--- src/rtl/altair_pkg.sv ---
// Shared types for the Altair program loader: FSM state encoding and the
// hps_io file slot used for "Load Program".
package altair_pkg;

  typedef enum logic [2:0] {
    IDLE   = 3'd0,
    HOLD   = 3'd1,
    STREAM = 3'd2,
    WRITE  = 3'd3,
    DONE   = 3'd4
  } loader_state_t;

  localparam logic [7:0] FILE_IDX_PROGRAM = 8'd0;

endpackage

--- src/rtl/altair_rom_loader.sv ---
// Moves the hps_io ioctl download stream into Altair main memory: holds the CPU
// off the bus, writes one byte at a time with req/ack, and pulses prg_load at the end.
module altair_rom_loader
  import altair_pkg::*;
#(
  parameter int                ADDR_W    = 16,
  parameter logic [ADDR_W-1:0] LOAD_BASE = '0,
  parameter int                MAX_BYTES = 65536,
  parameter logic [7:0]        FILE_IDX  = FILE_IDX_PROGRAM
) (
  input  logic              clk,
  input  logic              reset_n,
  input  logic              ioctl_download,
  input  logic [7:0]        ioctl_index,
  input  logic              ioctl_wr,
  input  logic [24:0]       ioctl_addr,
  input  logic [7:0]        ioctl_dout,
  output logic              ioctl_wait,
  output logic              hold_req,
  input  logic              hold_ack,
  output logic              mem_req,
  input  logic              mem_ack,
  output logic [ADDR_W-1:0] mem_addr,
  output logic [7:0]        mem_data,
  output logic              prg_load,
  output logic              loading,
  output logic              overflow
);

  localparam int                CNT_W      = $clog2(MAX_BYTES + 1);
  localparam logic [25:0]       ADDR_LIMIT = 26'(MAX_BYTES);
  localparam logic [CNT_W-1:0]  CNT_LIMIT  = CNT_W'(MAX_BYTES);

  loader_state_t     state, state_nxt;
  logic [CNT_W-1:0]  byte_cnt;
  logic [ADDR_W-1:0] addr_q;
  logic [7:0]        data_q;
  logic              ovf_q;
  logic              in_range;
  logic              accept;
  logic              dl_start;

  // A byte is taken only if its offset fits and the per-download byte budget is not used up.
  assign in_range = ({1'b0, ioctl_addr} < ADDR_LIMIT);
  assign accept   = ioctl_wr && in_range && (byte_cnt < CNT_LIMIT);
  assign dl_start = (state == IDLE) && ioctl_download && (ioctl_index == FILE_IDX);

  assign mem_addr = addr_q;
  assign mem_data = data_q;
  assign overflow = ovf_q;

  always_comb begin
    state_nxt  = state;
    hold_req   = 1'b0;
    ioctl_wait = 1'b0;
    mem_req    = 1'b0;
    prg_load   = 1'b0;
    loading    = (state != IDLE);
    case (state)
      IDLE: begin
        if (dl_start) state_nxt = HOLD;
      end
      HOLD: begin
        hold_req   = 1'b1;
        ioctl_wait = 1'b1;
        if (hold_ack) state_nxt = ioctl_download ? STREAM : DONE;
      end
      STREAM: begin
        hold_req = 1'b1;
        if (accept)               state_nxt = WRITE;
        else if (!ioctl_download) state_nxt = DONE;
      end
      WRITE: begin
        hold_req   = 1'b1;
        ioctl_wait = 1'b1;
        mem_req    = 1'b1;
        // A download that ended mid-write goes straight to DONE once the byte lands.
        if (mem_ack) state_nxt = ioctl_download ? STREAM : DONE;
      end
      DONE: begin
        prg_load  = 1'b1;
        state_nxt = IDLE;
      end
      default: state_nxt = IDLE;
    endcase
  end

  always_ff @(posedge clk or negedge reset_n) begin
    if (!reset_n) begin
      state    <= IDLE;
      byte_cnt <= '0;
      addr_q   <= '0;
      data_q   <= '0;
      ovf_q    <= 1'b0;
    end else begin
      state <= state_nxt;
      if (dl_start) begin
        byte_cnt <= '0;
        ovf_q    <= 1'b0;
      end
      if ((state == STREAM) && accept) begin
        addr_q <= LOAD_BASE + ioctl_addr[ADDR_W-1:0];
        data_q <= ioctl_dout;
      end
      // Rejected offsets and strobes that arrive while a write is outstanding are both lost bytes.
      if ((state == STREAM) && ioctl_wr && !accept) ovf_q <= 1'b1;
      if ((state == WRITE) && ioctl_wr)             ovf_q <= 1'b1;
      if ((state == WRITE) && mem_ack)              byte_cnt <= byte_cnt + CNT_W'(1);
    end
  end

endmodule

--- config.mk ---
export PLATFORM = sky130hd
export DESIGN_NAME = altair_rom_loader
export DESIGN_NICKNAME = d
export VERILOG_FILES = /design/src/rtl/altair_pkg.sv /design/src/rtl/altair_rom_loader.sv
export SDC_FILE = /design/constraint.sdc
export NUM_CORES = 1
export LEC_CHECK = 0
export BUFFER_PORTS_ARGS = -buffer_cell sky130_fd_sc_hd__clkbuf_2
export CORE_AREA = 3 3 73 68
export CTS_BUF_LIST = sky130_fd_sc_hd__clkbuf_8
export DETAILED_ROUTE_END_ITERATION = 10
export DIE_AREA = 0 0 76 71
export PLACE_DENSITY = 0.77
export SETUP_SLACK_MARGIN = 0.05
export SYNTH_ARGS = -nofsm -noshare
export SYNTH_HDL_FRONTEND = slang
export SYNTH_SLANG_ARGS = --single-unit
export TNS_END_PERCENT = 1
--- constraint.sdc ---
create_clock -name clk -period 2.95 [get_ports clk]
set_clock_uncertainty 0.1 [all_clocks]
set_input_delay 0.295 -clock clk [delete_from_list [all_inputs] [get_ports clk]]
set_output_delay 0.295 -clock clk [all_outputs]
set_load 0.01 [all_outputs]
==> impl_results.md, run 1 <==
* Result of the run: finished clean
* Power density over the cells at 403 nW/um^2
* Remaining global-route overflow at 0
* Setup slack at placement at 0.627 ns
* Worst VDD drop at 280 uV
* Post-synthesis cell type with the largest combined area: sky130_fd_sc_hd__dfrtp_1
* Worst EP required at 3.04 ns
* Hold buffer count at cts at 0
* Post-layout minimum cycle time at 2.29 ns
* Worst hold path type: in2async
* Post-layout utilization of the core at 0.604
* Synthesis warning total at 0
* CTS tree: built
* Area Growth Syn to Fin at 23.1%
* CTS Buffer Depth at 2
* Placement Cell Area at 2530 um^2
* Critical path type: reg2reg
* Post-synthesis net count at 226
* Fin Setup TNS at 0 ns
* Number of distinct standard cells referenced by the synthesized netlist at 35
* Share of synthesized area occupied by flip-flops and latches at 0.529
* Filler Cell Count at 363
* Area of the mapped netlist at 2130 um^2
* Fraction of synthesis flops using an asynchronous set or reset pin at 1.00
* Pin count of the biggest net entering global routing at 46
* WL per Instance at 13.6 um
* Full die area at 5400 um^2
* Setup Fix Bufs, Post-CTS at 0
* Insertion delay of the later-clocked pin in the worst-skew pair at 0.30 ns
* Mean cell area of the mapped netlist at 12.0 um^2
* Antenna violations before repair at 0
* Number of synthesized register bits at 45
* Antenna Violating Nets Remaining at 0
* Core Rows at 23
* Htree depth at 2
* Placed wire-length estimate after detailed placement at 3180 um
* Number of violations reported at the end of detailed-routing iteration 0 at 67
* Count of pins on the block boundary at 77
* Number of antenna diodes at 0
* Main flop type after synthesis: sky130_fd_sc_hd__dfrtp_1
* Number of detailed-route iterations in the first pass at 4
* Area inside the core boundary at 4350 um^2
* Final Hold Viols at 0
* Relative slew slack at 0.290
* WL final at 4330 um
* Number of buffers created by CTS at 5
* Height of the die at 71 um
* Least setup slack across all paths after layout at 0.664 ns
* Sort of element at the end of the critical path: register
* Final Slew Violations at 0
* Data arrival, critical path at 2.38 ns
* Port Buf Inserts at 76
* Via-per-instance ratio at 5.11
* DRC Markers at 0
* Number of global-route vias before repair at 1549
* Starting density of the core at 0.490
* Post-route cell area at 2620 um^2
* Sink count of the clock tree at 45
* Overall fraction of global-route tracks in use at 0.167
* Number of placed cells counting well taps at 310
* Total of cells resized after clock tree synthesis at 0
* Share of the synthesized area in the top cell type at 0.529
* Max cap viols at 0
* Share of the clock period used by the worst path after layout at 0.775
* Kind of start point of the critical path: register
* Clk root buf: sky130_fd_sc_hd__clkbuf_8
* Fraction of final layout cells sized beyond drive strength 1 at 0.438
* Tightest Pin Transition at 1.06 ns
* Top cells by area, synth: sky130_fd_sc_hd__dfrtp_1 53%, sky130_fd_sc_hd__mux2_4 13%, sky130_fd_sc_hd__nand3_1 3.8%
* Die X at 76 um
* Setup repair after global routing missed its margin: false
* Final non-filler cell total at 318
* Placer congestion estimate at 0.747
* Number of synthesized flops with an enable pin at 0
* Synthesized instance count at 178
* Number of nets at the end of the flow at 303
* Wire length of the first global-routing pass at 7240 um
* Count of vias placed by the detailed router at 1625
* Clock input transition at the sequential cells of the worst setup and hold paths at 0.09 ns
* Fmax at 437 MHz
* Number of endpoints failing setup at the final stage at 0
* Leak at 1.44 nW
* Critical path peak fanout at 26
## where the power goes
part	total, W	switching [W]	internal [W]
Sequential	0.000619	0.00000139	0.000618
Combinational	0.0000516	0.0000250	0.0000265
Clock	0.000385	0.000217	0.000168
Total	0.00106	0.000243	0.000813
## state kept, by name, summed over array words and instances (netlist names)
| name | flops |
|---|---|
| mem_addr | 16 |
| mem_data | 8 |
| overflow | 1 |
| byte_cnt | 17 |
| state | 3 |
## Yosys cell counts, types with 2 or more instances
cell                        n
sky130_fd_sc_hd__clkbuf_1   5
sky130_fd_sc_hd__o21ai_0    6
sky130_fd_sc_hd__mux2i_1    5
sky130_fd_sc_hd__nand3_1   16
sky130_fd_sc_hd__mux2_2     6
sky130_fd_sc_hd__mux2_4    18
sky130_fd_sc_hd__nor4_1     4
sky130_fd_sc_hd__nor3_1     5
sky130_fd_sc_hd__nand3b_1   3
sky130_fd_sc_hd__nor2_1     8
sky130_fd_sc_hd__o31ai_1    2
sky130_fd_sc_hd__or4_1      2
sky130_fd_sc_hd__nand4_1    4
sky130_fd_sc_hd__and2_1     4
sky130_fd_sc_hd__and3_1     3
sky130_fd_sc_hd__nand4b_1   2
sky130_fd_sc_hd__dfrtp_1   45
sky130_fd_sc_hd__a21oi_1    7
sky130_fd_sc_hd__nand2_1   16
sky130_fd_sc_hd__buf_12     2
## cell type report
type	instances	area, um^2	area share
clock inverter	3	21.3	0.00811
multi-input combinational	124	930	0.354
timing repair buffer	78	395	0.151
inverter	1	3.75	0.00143
sequential	45	1130	0.429
tap	62	77.6	0.0296
clock buffer	5	68.8	0.0262
## layout by cell type, fill, tap and decap left out, drive strengths merged, types with 6 or more instances in the layout
cell type	instances
clkbuf	81
dfrtp	45
mux2	24
nand2	16
nand3	16
nor2	8
a21oi	7
o21ai	6
## stage by stage
step                hold slack [ns]  total power [W]
floorplan                    -0.101         0.000639
detailed placement            0.366         0.000685
global route                 0.0974          0.00110
CTS                          0.0767          0.00107
global placement              0.357         0.000684
finish                       0.0770          0.00106
## routing by layer
metal | track usage | vias up | wire, um
met2 | 0.261 | 56 | 1980
met5 | 0 | - | 0
met3 | 0.0420 | 10 | 229
li1 | - | 799 | -
met1 | 0.223 | 760 | 2010
met4 | 0.0765 | 0 | 110
## kinds of logic (layout without fill, tap and decap cells)
group	Yosys count	in the layout	synth area share
and+or+nand+nor	75	75	0.195
DFF	45	45	0.529
muxes	29	29	0.182
AOI/OAI and AO/OA	17	17	0.0452
buffers and inverters	9	87	0.0347
xor gates and xnor gates	2	2	0.00823
adders and majority gates	1	1	0.00587
## final timing paths
kind                       cells after the start      endpoint  slack (ns)            from
setup reg to reg                               4   mem_addr[6]        0.66    byte_cnt[16]
hold reg to reg                                1  byte_cnt[15]        0.37    byte_cnt[15]
hold / removal                                 1   byte_cnt[3]        0.08         reset_n
min in group clk                               2      state[2]        0.08  ioctl_download
max in group asynchronous                      1   mem_data[6]        2.03         reset_n
setup / recovery                               4   mem_addr[6]        0.66    byte_cnt[16]
## critical path, stage by stage, from the launching register on
cell and delay [ns]:
sky130_fd_sc_hd__dfrtp_1 0.41, sky130_fd_sc_hd__nor4_1 0.30, sky130_fd_sc_hd__nand3_1 0.20, sky130_fd_sc_hd__or4b_4 0.79
sky130_fd_sc_hd__mux2_4 0.38
Power figures use the tool's default switching activity.
==> run 2, diff against run 1 <==
--- a/config.mk
+++ b/config.mk
@@ -5,12 +5,13 @@
 export SDC_FILE = /design/constraint.sdc
 export NUM_CORES = 1
 export LEC_CHECK = 0
+export ABC_AREA = 1
 export BUFFER_PORTS_ARGS = -buffer_cell sky130_fd_sc_hd__clkbuf_2
-export CORE_AREA = 3 3 73 68
+export CORE_AREA = 3 3 76 71
 export CTS_BUF_LIST = sky130_fd_sc_hd__clkbuf_8
 export DETAILED_ROUTE_END_ITERATION = 10
-export DIE_AREA = 0 0 76 71
-export PLACE_DENSITY = 0.77
+export DIE_AREA = 0 0 79 74
+export PLACE_DENSITY = 0.75
 export SETUP_SLACK_MARGIN = 0.05
 export SYNTH_ARGS = -nofsm -noshare
 export SYNTH_HDL_FRONTEND = slang
==> constraint.sdc (replaced) <==
create_clock -name clk -period 2.2 [get_ports clk]
set_clock_uncertainty 0.1 [all_clocks]
set_input_delay 0.22 -clock clk [delete_from_list [all_inputs] [get_ports clk]]
set_output_delay 0.22 -clock clk [all_outputs]
set_load 0.01 [all_outputs]
==> impl_results.md, run 2 <==
* Result of the run: finished clean
* Tightest Pin Transition at 0.433 ns (-0.631 ns)
* Kind of start point of the critical path: register
* List of cells traversed by the critical path: inv_1, nand2_2, nor2_4, inv_2, nor2_2, xor2_1, a21oi_1
* Share of the clock period used by the worst path after layout at 0.740 (-0.0345)
* Core Rows at 24 (+4.3%)
* Number of distinct standard cells referenced by the synthesized netlist at 27 (-23%)
* Combinational cell fraction of total power at 0.242 (+0.193)
* Number of global-route vias before repair at 2019 (+30%)
* Worst EP required at 2.29 ns (-0.75 ns)
* Biggest register: byte_cnt
* CTS tree: built
* Seq pwr share at 0.485 (-0.101)
* Area of all sequential standard cells at 1130 um^2 (unchanged)
* Setup repair after global routing missed its margin: false
* Htree depth at 2 (unchanged)
* Share of the synthesized area in the top cell type at 0.489 (-0.0394)
* Synthesized instance count at 300 (+69%)
* Fraction of synthesis flops using an asynchronous set or reset pin at 1.00 (unchanged)
* Synthesis warning total at 0 (unchanged)
* Number of placed cells counting well taps at 438 (+41%)
* Placed wire-length estimate after detailed placement at 3820 um (+20%)
* Most common cell in the netlist: sky130_fd_sc_hd__nand2_1
* Number of synthesized register bits at 45 (unchanged)
* Sink count of the clock tree at 45 (unchanged)
* Fraction of final layout cells sized beyond drive strength 1 at 0.270 (-0.168)
* Mean cell area of the mapped netlist at 7.67 um^2 (-36%)
* Commonest cells after routing, fill and taps aside: 79 x sky130_fd_sc_hd__nand2_1, 76 x sky130_fd_sc_hd__clkbuf_2, 48 x sky130_fd_sc_hd__inv_1
* Final non-filler cell total at 447 (+41%)
* Relative slew slack at 0.711 (+0.421)
* Wire length of the first global-routing pass at 8620 um (+19%)
* Largest stage delay on the critical path at 0.41 ns (-0.38 ns)
* Fmax at 614 MHz (+40%)
* Number of violations reported at the end of detailed-routing iteration 0 at 53 (-21%)
* Worst path slowest cell: sky130_fd_sc_hd__dfrtp_1
* Critical path peak fanout at 12 (-54%)
* Antenna violations before repair at 0 (unchanged)
* Number of detailed-route iterations in the first pass at 4 (unchanged)
* Worst VDD drop at 366 uV (+31%)
* Multi-input combinational cell area at 951 um^2 (+2.3%)
* Count of pins on the block boundary at 77 (unchanged)
* Data arrival, critical path at 1.72 ns (-0.66 ns)
* Power density over the cells at 720 nW/um^2 (+79%)
* Most frequent cells after synthesis: 79 x sky130_fd_sc_hd__nand2_1, 48 x sky130_fd_sc_hd__inv_1, 45 x sky130_fd_sc_hd__dfrtp_1
* Critical path type: reg2reg
* Filler Cell Count at 440 (+21%)
* Post-route cell area at 2860 um^2 (+9.2%)
* Number of buffers created by CTS at 5 (unchanged)
* Count of vias placed by the detailed router at 2131 (+31%)
* Overall fraction of global-route tracks in use at 0.189 (+0.0217)
* Clk root buf: sky130_fd_sc_hd__clkbuf_8
* Share of synthesized area occupied by flip-flops and latches at 0.489 (-0.0394)
* Placer congestion estimate at 0.887 (+19%)
* Die X at 79 um (+3.9%)
* Sort of element at the end of the critical path: register
* Total of cells resized after clock tree synthesis at 0 (unchanged)
* Top cells by area, synth: sky130_fd_sc_hd__dfrtp_1 49%, sky130_fd_sc_hd__nand2_1 13%, sky130_fd_sc_hd__inv_1 7.8%
* Max cap viols at 0 (unchanged)
* Area inside the core boundary at 4740 um^2 (+9.2%)
* WL per Instance at 11.2 um (-18%)
* Placement Cell Area at 2750 um^2 (+8.7%)
* Final Hold Viols at 0 (unchanged)
* Clock network power share at 0.273 (-0.092)
* Number of flip-flops under the largest register name at 17 (unchanged)
* Height of the die at 74 um (+4.2%)
* Clock input transition at the sequential cells of the worst setup and hold paths at 0.09 ns (about the same)
* WL final at 5000 um (+16%)
* Via-per-instance ratio at 4.77 (-6.7%)
* Number of nets at the end of the flow at 429 (+42%)
* Switching share of power at 0.341 (+0.111)
* Full die area at 5850 um^2 (+8.3%)
* Post-synthesis net count at 348 (+54%)
* Number of synthesized flops with an enable pin at 0 (unchanged)
* Number of antenna diodes at 0 (unchanged)
* Area of the mapped netlist at 2300 um^2 (+8.0%)
* Insertion delay of the later-clocked pin in the worst-skew pair at 0.30 ns (about the same)
* Fin Setup TNS at 0 ns (unchanged)
* Remaining global-route overflow at 0 (unchanged)
* Final Slew Violations at 0 (unchanged)
* Most frequent standard cell in the layout excluding fill and tap cells: sky130_fd_sc_hd__nand2_1
* Post-layout minimum cycle time at 1.63 ns (-0.657 ns)
* Leak at 1.59 nW (+10%)
* Number of endpoints failing setup at the final stage at 0 (unchanged)
* Area Growth Syn to Fin at 24.4%
* DRC Markers at 0 (unchanged)
* Starting density of the core at 0.485 (-0.00510)
* Setup Fix Bufs, Post-CTS at 0 (unchanged)
* Main flop type after synthesis: sky130_fd_sc_hd__dfrtp_1
* Worst hold path type: in2reg
* CTS Buffer Depth at 2 (unchanged)
* Internal power component at 0.00136 W (+67%)
* Port Buf Inserts at 76 (unchanged)
* Post-synthesis cell type with the largest combined area: sky130_fd_sc_hd__dfrtp_1
* Pin count of the biggest net entering global routing at 49 (+6.5%)
* Net switching component of the power at 0.000703 W (+190%)
* Antenna Violating Nets Remaining at 0 (unchanged)
[run 2: cell count changes in the layout (fill, tap and decap cells not counted), moves of 3 or more]
cell | before | now
sky130_fd_sc_hd__and2_1 | 4 | 0
sky130_fd_sc_hd__and3_1 | 3 | 0
sky130_fd_sc_hd__inv_1 | 1 | 48
sky130_fd_sc_hd__inv_2 | 0 | 3
sky130_fd_sc_hd__mux2_2 | 6 | 0
sky130_fd_sc_hd__mux2_4 | 18 | 0
sky130_fd_sc_hd__mux2i_1 | 5 | 0
sky130_fd_sc_hd__nand2_1 | 16 | 79
sky130_fd_sc_hd__nand3_1 | 16 | 19
sky130_fd_sc_hd__nand3b_1 | 3 | 0
sky130_fd_sc_hd__nor2_1 | 8 | 28
sky130_fd_sc_hd__nor2_2 | 0 | 4
sky130_fd_sc_hd__nor4_1 | 4 | 0
sky130_fd_sc_hd__o21ai_1 | 0 | 25
[run 2: power by group through the flow]
stage | combinational [W] | sequential, W | clock [W]
floorplan | 0.000330 | 0.000997 | 0
global placement | 0.000491 | 0.00101 | 0
detailed placement | 0.000497 | 0.00101 | 0
CTS | 0.000501 | 0.000998 | 0.000577
global route | 0.000570 | 0.00101 | 0.000621
finish | 0.000499 | 0.00100 | 0.000562
[run 2: cell families after synthesis]
family,after synthesis,synth area share
xor gates and xnor gates,2,0.00761
buffers and inverters,57,0.0973
DFF,45,0.489
and+or+nand+nor,150,0.296
AOI/OAI and AO/OA,45,0.104
adders and majority gates,1,0.00544
[run 2: worst max-delay path: cells and delay by family (launching register included)]
family / cells / cell delay (ns)
xor gates and xnor gates: 1 / 0.16
buffers and inverters: 2 / 0.26
and+or+nand+nor: 3 / 0.52
AOI/OAI and AO/OA: 1 / 0.06
DFF: 1 / 0.41
[run 2: per-layer routing]
metal	vias to the layer above	wire, um	track usage
met5	-	0	0
met4	0	81	0.0668
met3	10	381	0.0726
met2	67	2280	0.309
met1	945	2260	0.231
li1	1109	-	-
[run 2: layout make-up]
cell class | instances | share of cell area
inverters | 51 | 0.0669
repair buffers | 80 | 0.144
well taps | 65 | 0.0284
clock buffers | 6 | 0.0288
clock inverters | 2 | 0.00612
flip-flops and latches | 45 | 0.393
multi-input cells | 198 | 0.332
[run 2: final timing paths]
kind	startpoint	cells past startpoint	slack [ns]	to
worst max-delay path	state[2]	7	0.57	byte_cnt[3]
worst min register to register	mem_data[3]	2	0.39	mem_data[3]
max in group asynchronous	reset_n	3	1.15	mem_addr[2]
worst min-delay path	ioctl_dout[5]	3	0.02	mem_data[5]
min in group asynchronous	reset_n	2	0.27	byte_cnt[5]
worst max register to register	state[2]	7	0.57	byte_cnt[3]
[run 2: per-stage QoR]
step	hold WS [ns]	setup WS, ns	total power, W	utilization
floorplan	-0.176	0.803	0.00133	-
global placement	0.0759	0.638	0.00150	0.580
detailed placement	0.0745	0.583	0.00151	0.580
CTS	0.0139	0.569	0.00208	0.603
global route	0.0145	0.426	0.00221	0.603
finish	0.0209	0.571	0.00206	0.603
[run 2: what timing repair did]
| action | 4_1_cts | 5_1_grt |
|---|---|---|
| setup endpoints to repair | 0 | 0 |
| endpoints found under the hold margin | 14 | 0 |
| hold buffers | 1 | 0 |
